`config.mk`:
```
export PLATFORM = sky130hd
export DESIGN_NAME = change_dispenser
export DESIGN_NICKNAME = d
export VERILOG_FILES = /design/src/rtl/vending_pkg.sv /design/src/rtl/change_dispenser_coin_tube.sv /design/src/rtl/change_dispenser.sv
export SDC_FILE = /design/constraint.sdc
export NUM_CORES = 1
export LEC_CHECK = 0
export BUFFER_PORTS_ARGS = -buffer_cell sky130_fd_sc_hd__buf_4
export CAP_MARGIN = 20
export CORE_AREA = 2 2 58 60
export DETAILED_ROUTE_END_ITERATION = 12
export DIE_AREA = 0 0 60 62
export GPL_TIMING_DRIVEN = 0
export PLACE_DENSITY_LB_ADDON = 0.25
export SLEW_MARGIN = 20
export SYNTH_ARGS = -nofsm -noshare
export SYNTH_HDL_FRONTEND = slang
export SYNTH_SLANG_ARGS = --single-unit
```
`constraint.sdc`:
```
create_clock -name i_clk -period 1.7 [get_ports i_clk]
set_input_delay 0.255 -clock i_clk [delete_from_list [all_inputs] [get_ports i_clk]]
set_output_delay 0.255 -clock i_clk [all_outputs]
set_load 0.02 [all_outputs]
```
`src/rtl/vending_pkg.sv`:
```
// Shared definitions for the change dispenser: coin values in nickel units,
// dispenser state encoding and the coin-select code.
package vending_pkg;

  localparam int NICKLE  = 1;
  localparam int DIME    = 2;
  localparam int QUARTER = 5;

  typedef enum logic [2:0] {
    ST_IDLE,
    ST_SELECT,
    ST_EJECT,
    ST_GAP,
    ST_DONE
  } disp_state_e;

  typedef enum logic [1:0] {
    COIN_NONE,
    COIN_QUARTER,
    COIN_DIME,
    COIN_NICKLE
  } coin_sel_e;

endpackage

```
`src/rtl/change_dispenser_coin_tube.sv`:
```
// One coin-tube inventory: loads its full count on reset/refill and counts
// down once per ejected coin; never decrements past zero.
module coin_tube #(
  parameter int TUBE_W = 4,
  parameter int INIT   = 0
) (
  input  logic              i_clk,
  input  logic              i_rst,
  input  logic              i_load,
  input  logic              i_dec,
  output logic [TUBE_W-1:0] o_count,
  output logic              o_empty
);

  assign o_empty = (o_count == '0);

  always_ff @(posedge i_clk or posedge i_rst) begin
    if (i_rst) begin
      o_count <= TUBE_W'(INIT);
    end else if (i_load) begin
      o_count <= TUBE_W'(INIT);
    end else if (i_dec && !o_empty) begin
      o_count <= o_count - TUBE_W'(1);
    end
  end

endmodule

```
`src/rtl/change_dispenser.sv`:
```
// Change payout controller: greedy quarter/dime/nickel selection, one coin at
// a time through the ejector, with per-denomination tube inventories.
module change_dispenser
  import vending_pkg::*;
#(
  parameter int CHANGE_W = 3,
  parameter int TUBE_W   = 4,
  parameter int INIT_Q   = 4,
  parameter int INIT_D   = 8,
  parameter int INIT_N   = 8
) (
  input  logic                i_clk,
  input  logic                i_rst,
  input  logic                i_vend,
  input  logic [CHANGE_W-1:0] i_change,
  input  logic                i_refill,
  input  logic                i_coin_ack,
  output logic                o_eject_quarter,
  output logic                o_eject_dime,
  output logic                o_eject_nickle,
  output logic                o_busy,
  output logic                o_done,
  output logic                o_short,
  output logic [TUBE_W-1:0]   o_q_cnt,
  output logic [TUBE_W-1:0]   o_d_cnt,
  output logic [TUBE_W-1:0]   o_n_cnt,
  output disp_state_e         o_state
);

  localparam logic [CHANGE_W-1:0] Q_VAL = CHANGE_W'(QUARTER);
  localparam logic [CHANGE_W-1:0] D_VAL = CHANGE_W'(DIME);
  localparam logic [CHANGE_W-1:0] N_VAL = CHANGE_W'(NICKLE);

  disp_state_e         state;
  coin_sel_e           sel;
  coin_sel_e           pick;
  logic [CHANGE_W-1:0] rem;
  logic [CHANGE_W-1:0] sel_val;
  logic                q_empty, d_empty, n_empty;
  logic                tube_load, coin_taken;

  assign o_state    = state;
  assign tube_load  = (state == ST_IDLE) && !i_vend && i_refill;
  assign coin_taken = (state == ST_EJECT) && i_coin_ack;

  coin_tube #(.TUBE_W(TUBE_W), .INIT(INIT_Q)) u_tube_q (
    .i_clk(i_clk), .i_rst(i_rst), .i_load(tube_load),
    .i_dec(coin_taken && (sel == COIN_QUARTER)),
    .o_count(o_q_cnt), .o_empty(q_empty)
  );

  coin_tube #(.TUBE_W(TUBE_W), .INIT(INIT_D)) u_tube_d (
    .i_clk(i_clk), .i_rst(i_rst), .i_load(tube_load),
    .i_dec(coin_taken && (sel == COIN_DIME)),
    .o_count(o_d_cnt), .o_empty(d_empty)
  );

  coin_tube #(.TUBE_W(TUBE_W), .INIT(INIT_N)) u_tube_n (
    .i_clk(i_clk), .i_rst(i_rst), .i_load(tube_load),
    .i_dec(coin_taken && (sel == COIN_NICKLE)),
    .o_count(o_n_cnt), .o_empty(n_empty)
  );

  // Largest coin that fits in the remainder and is still in stock.
  always_comb begin
    pick = COIN_NONE;
    if (rem >= Q_VAL && !q_empty)      pick = COIN_QUARTER;
    else if (rem >= D_VAL && !d_empty) pick = COIN_DIME;
    else if (rem >= N_VAL && !n_empty) pick = COIN_NICKLE;
  end

  always_comb begin
    sel_val = '0;
    case (sel)
      COIN_QUARTER: sel_val = Q_VAL;
      COIN_DIME:    sel_val = D_VAL;
      COIN_NICKLE:  sel_val = N_VAL;
      default:      sel_val = '0;
    endcase
  end

  // Eject/ack handshake: an eject request stays high until i_coin_ack is
  // sampled high; the coin is counted and the request dropped on that edge.
  always_ff @(posedge i_clk or posedge i_rst) begin
    if (i_rst) begin
      state           <= ST_IDLE;
      sel             <= COIN_NONE;
      rem             <= '0;
      o_eject_quarter <= 1'b0;
      o_eject_dime    <= 1'b0;
      o_eject_nickle  <= 1'b0;
      o_busy          <= 1'b0;
      o_done          <= 1'b0;
      o_short         <= 1'b0;
    end else begin
      case (state)
        ST_IDLE: begin
          if (i_vend) begin
            rem     <= i_change;
            o_short <= 1'b0;
            o_busy  <= 1'b1;
            state   <= ST_SELECT;
          end
        end
        ST_SELECT: begin
          if (rem == '0) begin
            o_done <= 1'b1;
            state  <= ST_DONE;
          end else if (pick == COIN_NONE) begin
            o_short <= 1'b1;
            rem     <= '0;
            o_done  <= 1'b1;
            state   <= ST_DONE;
          end else begin
            sel             <= pick;
            o_eject_quarter <= (pick == COIN_QUARTER);
            o_eject_dime    <= (pick == COIN_DIME);
            o_eject_nickle  <= (pick == COIN_NICKLE);
            state           <= ST_EJECT;
          end
        end
        ST_EJECT: begin
          if (i_coin_ack) begin
            o_eject_quarter <= 1'b0;
            o_eject_dime    <= 1'b0;
            o_eject_nickle  <= 1'b0;
            rem             <= rem - sel_val;
            state           <= ST_GAP;
          end
        end
        ST_GAP: begin
          state <= ST_SELECT;
        end
        ST_DONE: begin
          o_done <= 1'b0;
          o_busy <= 1'b0;
          state  <= ST_IDLE;
        end
        default: begin
          state <= ST_IDLE;
        end
      endcase
    end
  end

endmodule

```
# == Word-level counts from Yosys, hierarchy flattened ==
# Index checks and enable logic that the tools add are counted.
# op_classes
addsub,4
n_mul,0
div_mod_pow,0
n_lt_le_gt_ge,3
eq_ne,16
shift,0
n_mux,38
n_bitwise,2
reduce_logical,37
# ops
operator,n
$mux 3,8
$mux 4,6
$pmux 3 s3,2
$reduce_bool 2->1,7
$logic_and 1x1->1,12
$logic_not 4->1,3
$mux 1,12
$pmux 1 s2,6
$pmux 3 s4,1
$sub 4x1->4 const B,3
$ne 2x2->1 const B,5
$eq 2x2->1 const B,4
$reduce_and 4->1,2
$eq 3x2->1 const B,2
$logic_not 3->1,2
$mux 2,3
$reduce_and 2->1,3
$reduce_and 5->1,1
$eq 2x1->1 const B,2
$logic_not 1->1,4
$eq 3x1->1 const B,1
$eq 3x3->1 const B,1
$ge 3x1->1 const B,1
$ge 3x2->1 const B,1
other kinds (7),8
# word_totals
reg_bits,26
latchBits,0
ram_bits,0
romBits,0
inputBits,8
memories,0

# == Longest topological paths before layout ==
# depth
depth_word,10
ltp_mapped,8

# == Cells and area by module ==
# From an unflattened synthesis, not the netlist that was laid out.
# hier_totals
cells_unflattened,161
hier_area_um2,1550.2
# modules_own_cells
mod,instances,cells_per_inst,area_per_inst_um2,seq_area_each_um2
change_dispenser,1,91,873.3,350.3
coin_tube at u_tube_d ...,2,23,227.7,101.3
coin_tube at u_tube_q,1,24,221.5,101.3

# == Worst setup path before layout ==
# No wires, ideal clock.
# synth_path
path_kind,register to register
from,register u_tube_q.o_count[0]
to,register rem[0]
setup_ns,0.125
t_arrival_ns,1.850
required_time_ns,1.575
setup_slack_ns,-0.274
path_stages_with_launch,7
n_path_buf,0
synth_period_minus_slack_ns,1.974
path_cell_list,dfrtp_1 > inv_1 > ha_1 > or3b_2 > a22oi_1 > o211ai_1 > mux2_2
# synth_between
elab_chain_cells,7
# synth_rtl
item,line,rtl
from (decl),change_dispenser_coin_tube.sv:11,"output logic [TUBE_W-1:0] o_count,"
from (signal assigned),change_dispenser_coin_tube.sv:19,o_count <= TUBE_W'(INIT);
from (signal assigned),change_dispenser_coin_tube.sv:21,o_count <= TUBE_W'(INIT);
from (signal assigned),change_dispenser_coin_tube.sv:23,o_count <= o_count - TUBE_W'(1);
$logic_not 4->1,change_dispenser_coin_tube.sv:15,assign o_empty = (o_count == '0);
$logic_not 1->1,change_dispenser.sv:67,if (rem >= Q_VAL && !q_empty) pick = COIN_QUARTER;
$logic_and 1x1->1,change_dispenser.sv:67,
$mux 2,change_dispenser.sv:67,
$logic_not 2->1,change_dispenser.sv:109,end else if (pick == COIN_NONE) begin
$ne 2x2->1 (no line),n/a,
$reduce_and 5->1 (no line),n/a,
to (signal assigned),change_dispenser.sv:99,rem <= i_change;
to (signal assigned),change_dispenser.sv:127,rem <= rem - sel_val;
to (decl),change_dispenser.sv:37,logic [CHANGE_W-1:0] rem;
# Every way passes these cells.
# A chain may end at the register's enable or synchronous reset.

# == Worst setup path after layout ==
# layout_path
from,register u_tube_n.o_count[1]
to,register o_short
# layout_between
elab_chain_cells,9
# layout_rtl
item,line,rtl
from (decl),change_dispenser_coin_tube.sv:11,
from (signal assigned),change_dispenser_coin_tube.sv:19,
from (signal assigned),change_dispenser_coin_tube.sv:21,
from (signal assigned),change_dispenser_coin_tube.sv:23,
$logic_not 4->1,change_dispenser_coin_tube.sv:15,
$logic_not 1->1,change_dispenser.sv:69,else if (rem >= N_VAL && !n_empty) pick = COIN_NICKLE;
$logic_and 1x1->1,change_dispenser.sv:69,
$mux 2,change_dispenser.sv:69,
$mux 2,change_dispenser.sv:68,else if (rem >= D_VAL && !d_empty) pick = COIN_DIME;
$mux 2,change_dispenser.sv:67,
$logic_not 2->1,change_dispenser.sv:109,
$ne 2x2->1 (no line),n/a,
$reduce_and 4->1 (no line),n/a,
to (signal assigned),change_dispenser.sv:94,o_short <= 1'b0;
to (signal assigned),change_dispenser.sv:100,o_short <= 1'b0;
to (signal assigned),change_dispenser.sv:110,o_short <= 1'b1;
to (decl),change_dispenser.sv:23,"output logic o_short,"
# Every way passes these cells.

==> summary.md <==
| Metric | Value |
|---|---|
| Status | complete, but fails checks |
| Failing checks | negative setup slack |
| Peak supply drop | 1.005 mV |
| Actual slew at the worst max-slew pin | 502.1 ps |
| Design area | 2083 um2 |
| Critical path's slowest cell | dfrtp_2 |
| Cells after Synth | 158 |
| CP Max Fanout | 4 |
| Worst Setup SP | u_tube_n.o_count[1]$_DFFE_PP0P_ |
| Initial Utilization | 46.44% |
| Final Hold Fails | 0 |
| Critical Path Start Type | flop |
| Cts bufs inserted | 3 |
| Clk_lat worst skew | 320 ps |
| Setup Viol. Count Final | 10 |
| N_diodes | 0 |
| Max frequency | 508.7 MHz |
| Period Utilization, post-route | 115.6% |
| Vias in the first global route | 1,253 |
| Post-synth ARST share | 100.0% |
| Post-synth EDFFs | 0 |
| Initial antenna violation count | 0 |
| Routability cong. | 0.8450 |
| CTS tree | done |
| Final Slew Violations | 0 |
| Reg2Reg Depth | 8 |
| RSZ-0062 raised after global routing | yes |
| LEAKAGE | 0.9400 nW |
| Routed wire length | 3695 um |
| Total GRT Usage | 20.65% |
| Share of Yosys cell area claimed by the top area cell type | 38.98% |
| Initial DRT Pass Iterations | 5 |
| Post-synth top flop | dfrtp_1 |
| Finished Layout Cells | 251 |
| Crit Path Category | reg -> reg |
| Number of core rows | 21 |
| DIE AREA | 3720 um2 |
| CP Capture Type | flop |
| Layout net count | 219 |
| CP max stage delay | 440 ps |
| Critical Path AT | 2240 ps |
| Netlist Area Pre-Place | 1476 um2 |
| Period minus WS final | 1966 ps |
| Worst Hold Class | in -> reg |
| Routed Antenna Nets | 0 |
| Unique masters post-synth | 45 |
| Ports | 29 |
| Die X | 60 um |
| Clk sinks | 26 |
| R2R setup slack | -270 ps |
| Crit Reg-Reg Endpoint | o_short$_DFFE_PP0P_ |
| Largest cells by area after synthesis | dfrtp_1 39%, dfstp_2 5.3%, a21oi_1 3.7% |
| Largest net degree at the start of global routing | 27 |
| R2R Path Start | u_tube_n.o_count[1]$_DFFE_PP0P_ |
| Final worst setup slack | -265.9 ps |
| Routed vias/inst | 5.458 |
| 1st-iter DRT viols | 66 |
| DP Wirelength | 2408 um |
| Avg Cell Area, Syn | 9.344 um2 |
| Post-synth top cells | 23 x dfrtp_1, 14 x inv_1, 13 x nor2_1 |
| Worst EP required | 1970 ps |
| Die Span Y | 62 um |
| CTS H-Tree Depth | 1 |
| Placed insts | 232 |
| WL per Instance | 14.72 um |
| Layout cells sized above 1 | 48.78% |
| Count leader, synth | dfrtp_1 |
| Yosys top cell by area | dfrtp_1 |
| Clk slew on worst S/H paths | 140 ps |
| First-pass GRT wire length | 5733 um |
| Root Driver | clkbuf_4 |
| Register area share after synthesis | 44.32% |
| Placed cell area | 1831 um2 |
| Slew HR | 66.49% |
| Worst setup path end | o_short$_DFFE_PP0P_ |
| Layout area overhead | 41.10% |
| PortBufs | 28 |
| Core area | 3179 um2 |
| Warnings, synthesis | 0 |
| MaxCap Viol Count | 0 |
| Worst path cell trace | inv_2 -> ha_4 -> or3b_4 -> a222oi_1 -> buf_4 -> buf_6 -> and2_4 -> a22o_1 |
| Residual DRC | 0 |
| Net Count, Synth | 171 |
| Via Count | 1,370 |
| Clock buffer depth | 2 |
| PD cells | 2029 nW/um2 |
| Final global-route overflow total | 0 |
| Seq cells post-synth | 26 |
| Final core occ | 65.53% |
| Setup Skew | 2.329 ps |
report_power, final:
group / internal (mW) / leakage, nW / switching (mW)
sequential: 0.898 / 0.313 / 0.252
combinational: 1.38 / 0.605 / 1.38
clock: 0.131 / 0.0210 / 0.186
per-stage QoR:
step | setup WS (ps) | hold slack (ps) | power (mW) | TNS (ps)
2_1_floorplan | -209.6 | 292.4 | 2.694 | -1222
3_3_place_gp | -405.2 | 503.3 | 3.231 | -2427
3_5_place_dp | -410.3 | 503.8 | 3.320 | -2592
4_1_cts | -236.6 | 182.3 | 4.050 | -1648
5_1_grt | -334.0 | 198.5 | 4.565 | -2518
6_report | -265.9 | 193.0 | 4.227 | -1685
cells in the final DEF, fill, tap and decap left out, types with 3 or more instances in the layout:
cell,Yosys,routed
a211oi_2,0,5
a21oi_1,11,10
a2bb2oi_1,3,3
buf_4,0,42
buf_6,0,3
clkbuf_1,7,3
clkbuf_4,0,3
dfrtp_1,23,16
dfrtp_2,0,7
dfstp_2,3,3
ha_4,0,3
inv_1,14,6
inv_2,0,8
nand2_1,12,11
nand3b_1,3,3
nand4_1,4,4
nor2_1,13,13
nor3_1,4,4
o21ai_0,6,3
o21ai_1,0,3
or3b_4,0,3
xnor2_1,5,3
logic make-up after synthesis:
group,Yosys count,synth area share [%]
and+or+nand+nor,56,21.02
AOI/OAI and AO/OA,39,17.80
DFF,26,44.32
buffers and inverters,22,5.678
xor gates and xnor gates,7,4.153
adders and majority gates,5,4.746
muxes,3,2.288
layout make-up:
cell class	count	area, um2
Buffer	4	16.27
Clock buffer	4	36.28
Fill cell	258	1096
Inverter	14	52.55
Multi-Input combinational cell	110	870.8
Sequential cell	26	663.1
Tap cell	46	57.56
Timing Repair Buffer	47	386.6
worst min-delay path by stage:
| stage | endpoint | cells past startpoint | slack (ps) | start |
|---|---|---|---|---|
| 3_5_place_dp | o_short$_DFFE_PP0P_ | 1 | 500 | o_short$_DFFE_PP0P_ |
| 4_1_cts | u_tube_n.o_count[0]$_DFFE_PP0P_ | 2 | 180 | i_rst |
| 5_1_grt | o_state[0]$_DFFE_PP0P_ | 3 | 200 | i_vend |
| 2_1_floorplan | o_busy$_DFFE_PP0P_ | 1 | 290 | i_rst |
| 3_3_place_gp | o_short$_DFFE_PP0P_ | 1 | 500 | o_short$_DFFE_PP0P_ |
| 6_report | o_state[0]$_DFFE_PP0P_ | 3 | 190 | i_vend |
critical path, delay by kind of cell, from the launching register on:
family | cells | cell delay [ps]
simple gates | 2 | 530
compound gates | 2 | 460
flops | 1 | 440
buf+inv | 3 | 360
fa+ha+maj | 1 | 130
per-layer routing:
layer  part of all wire [%]  vias to the layer above  wire length (um)  global-route usage (%)
li1                       -                      660                 -                       -
met1                     44                      668              1634                   26.53
met2                     51                       38              1876                   35.09
met3                    4.3                        4               159                   2.899
met4                   0.65                        0                24                   8.571
met5                      0                        -                 0                       0
repair_timing:
| item | in CTS | in global routing |
|---|---|---|
| endpoints found under the hold margin | 0 | 8 |
| resized for setup | 19 | 13 |
| hold buffers | 0 | 1 |
| setup buffers | 15 | 2 |
| setup endpoints to repair | 15 | 21 |
| pin swaps | 12 | 6 |
sequential cells by signal, summed over array words and instances, names as in the netlist:
| name | count |
|---|---|
| o_state | 3 |
| sel | 2 |
| o_done | 1 |
| rem | 3 |
| u_tube_n.o_count | 4 |
| o_eject_quarter | 1 |
| u_tube_d.o_count | 4 |
| u_tube_q.o_count | 4 |
| o_short | 1 |
| o_eject_dime | 1 |
| o_busy | 1 |
| o_eject_nickle | 1 |
(Power assumes the default switching activity.)
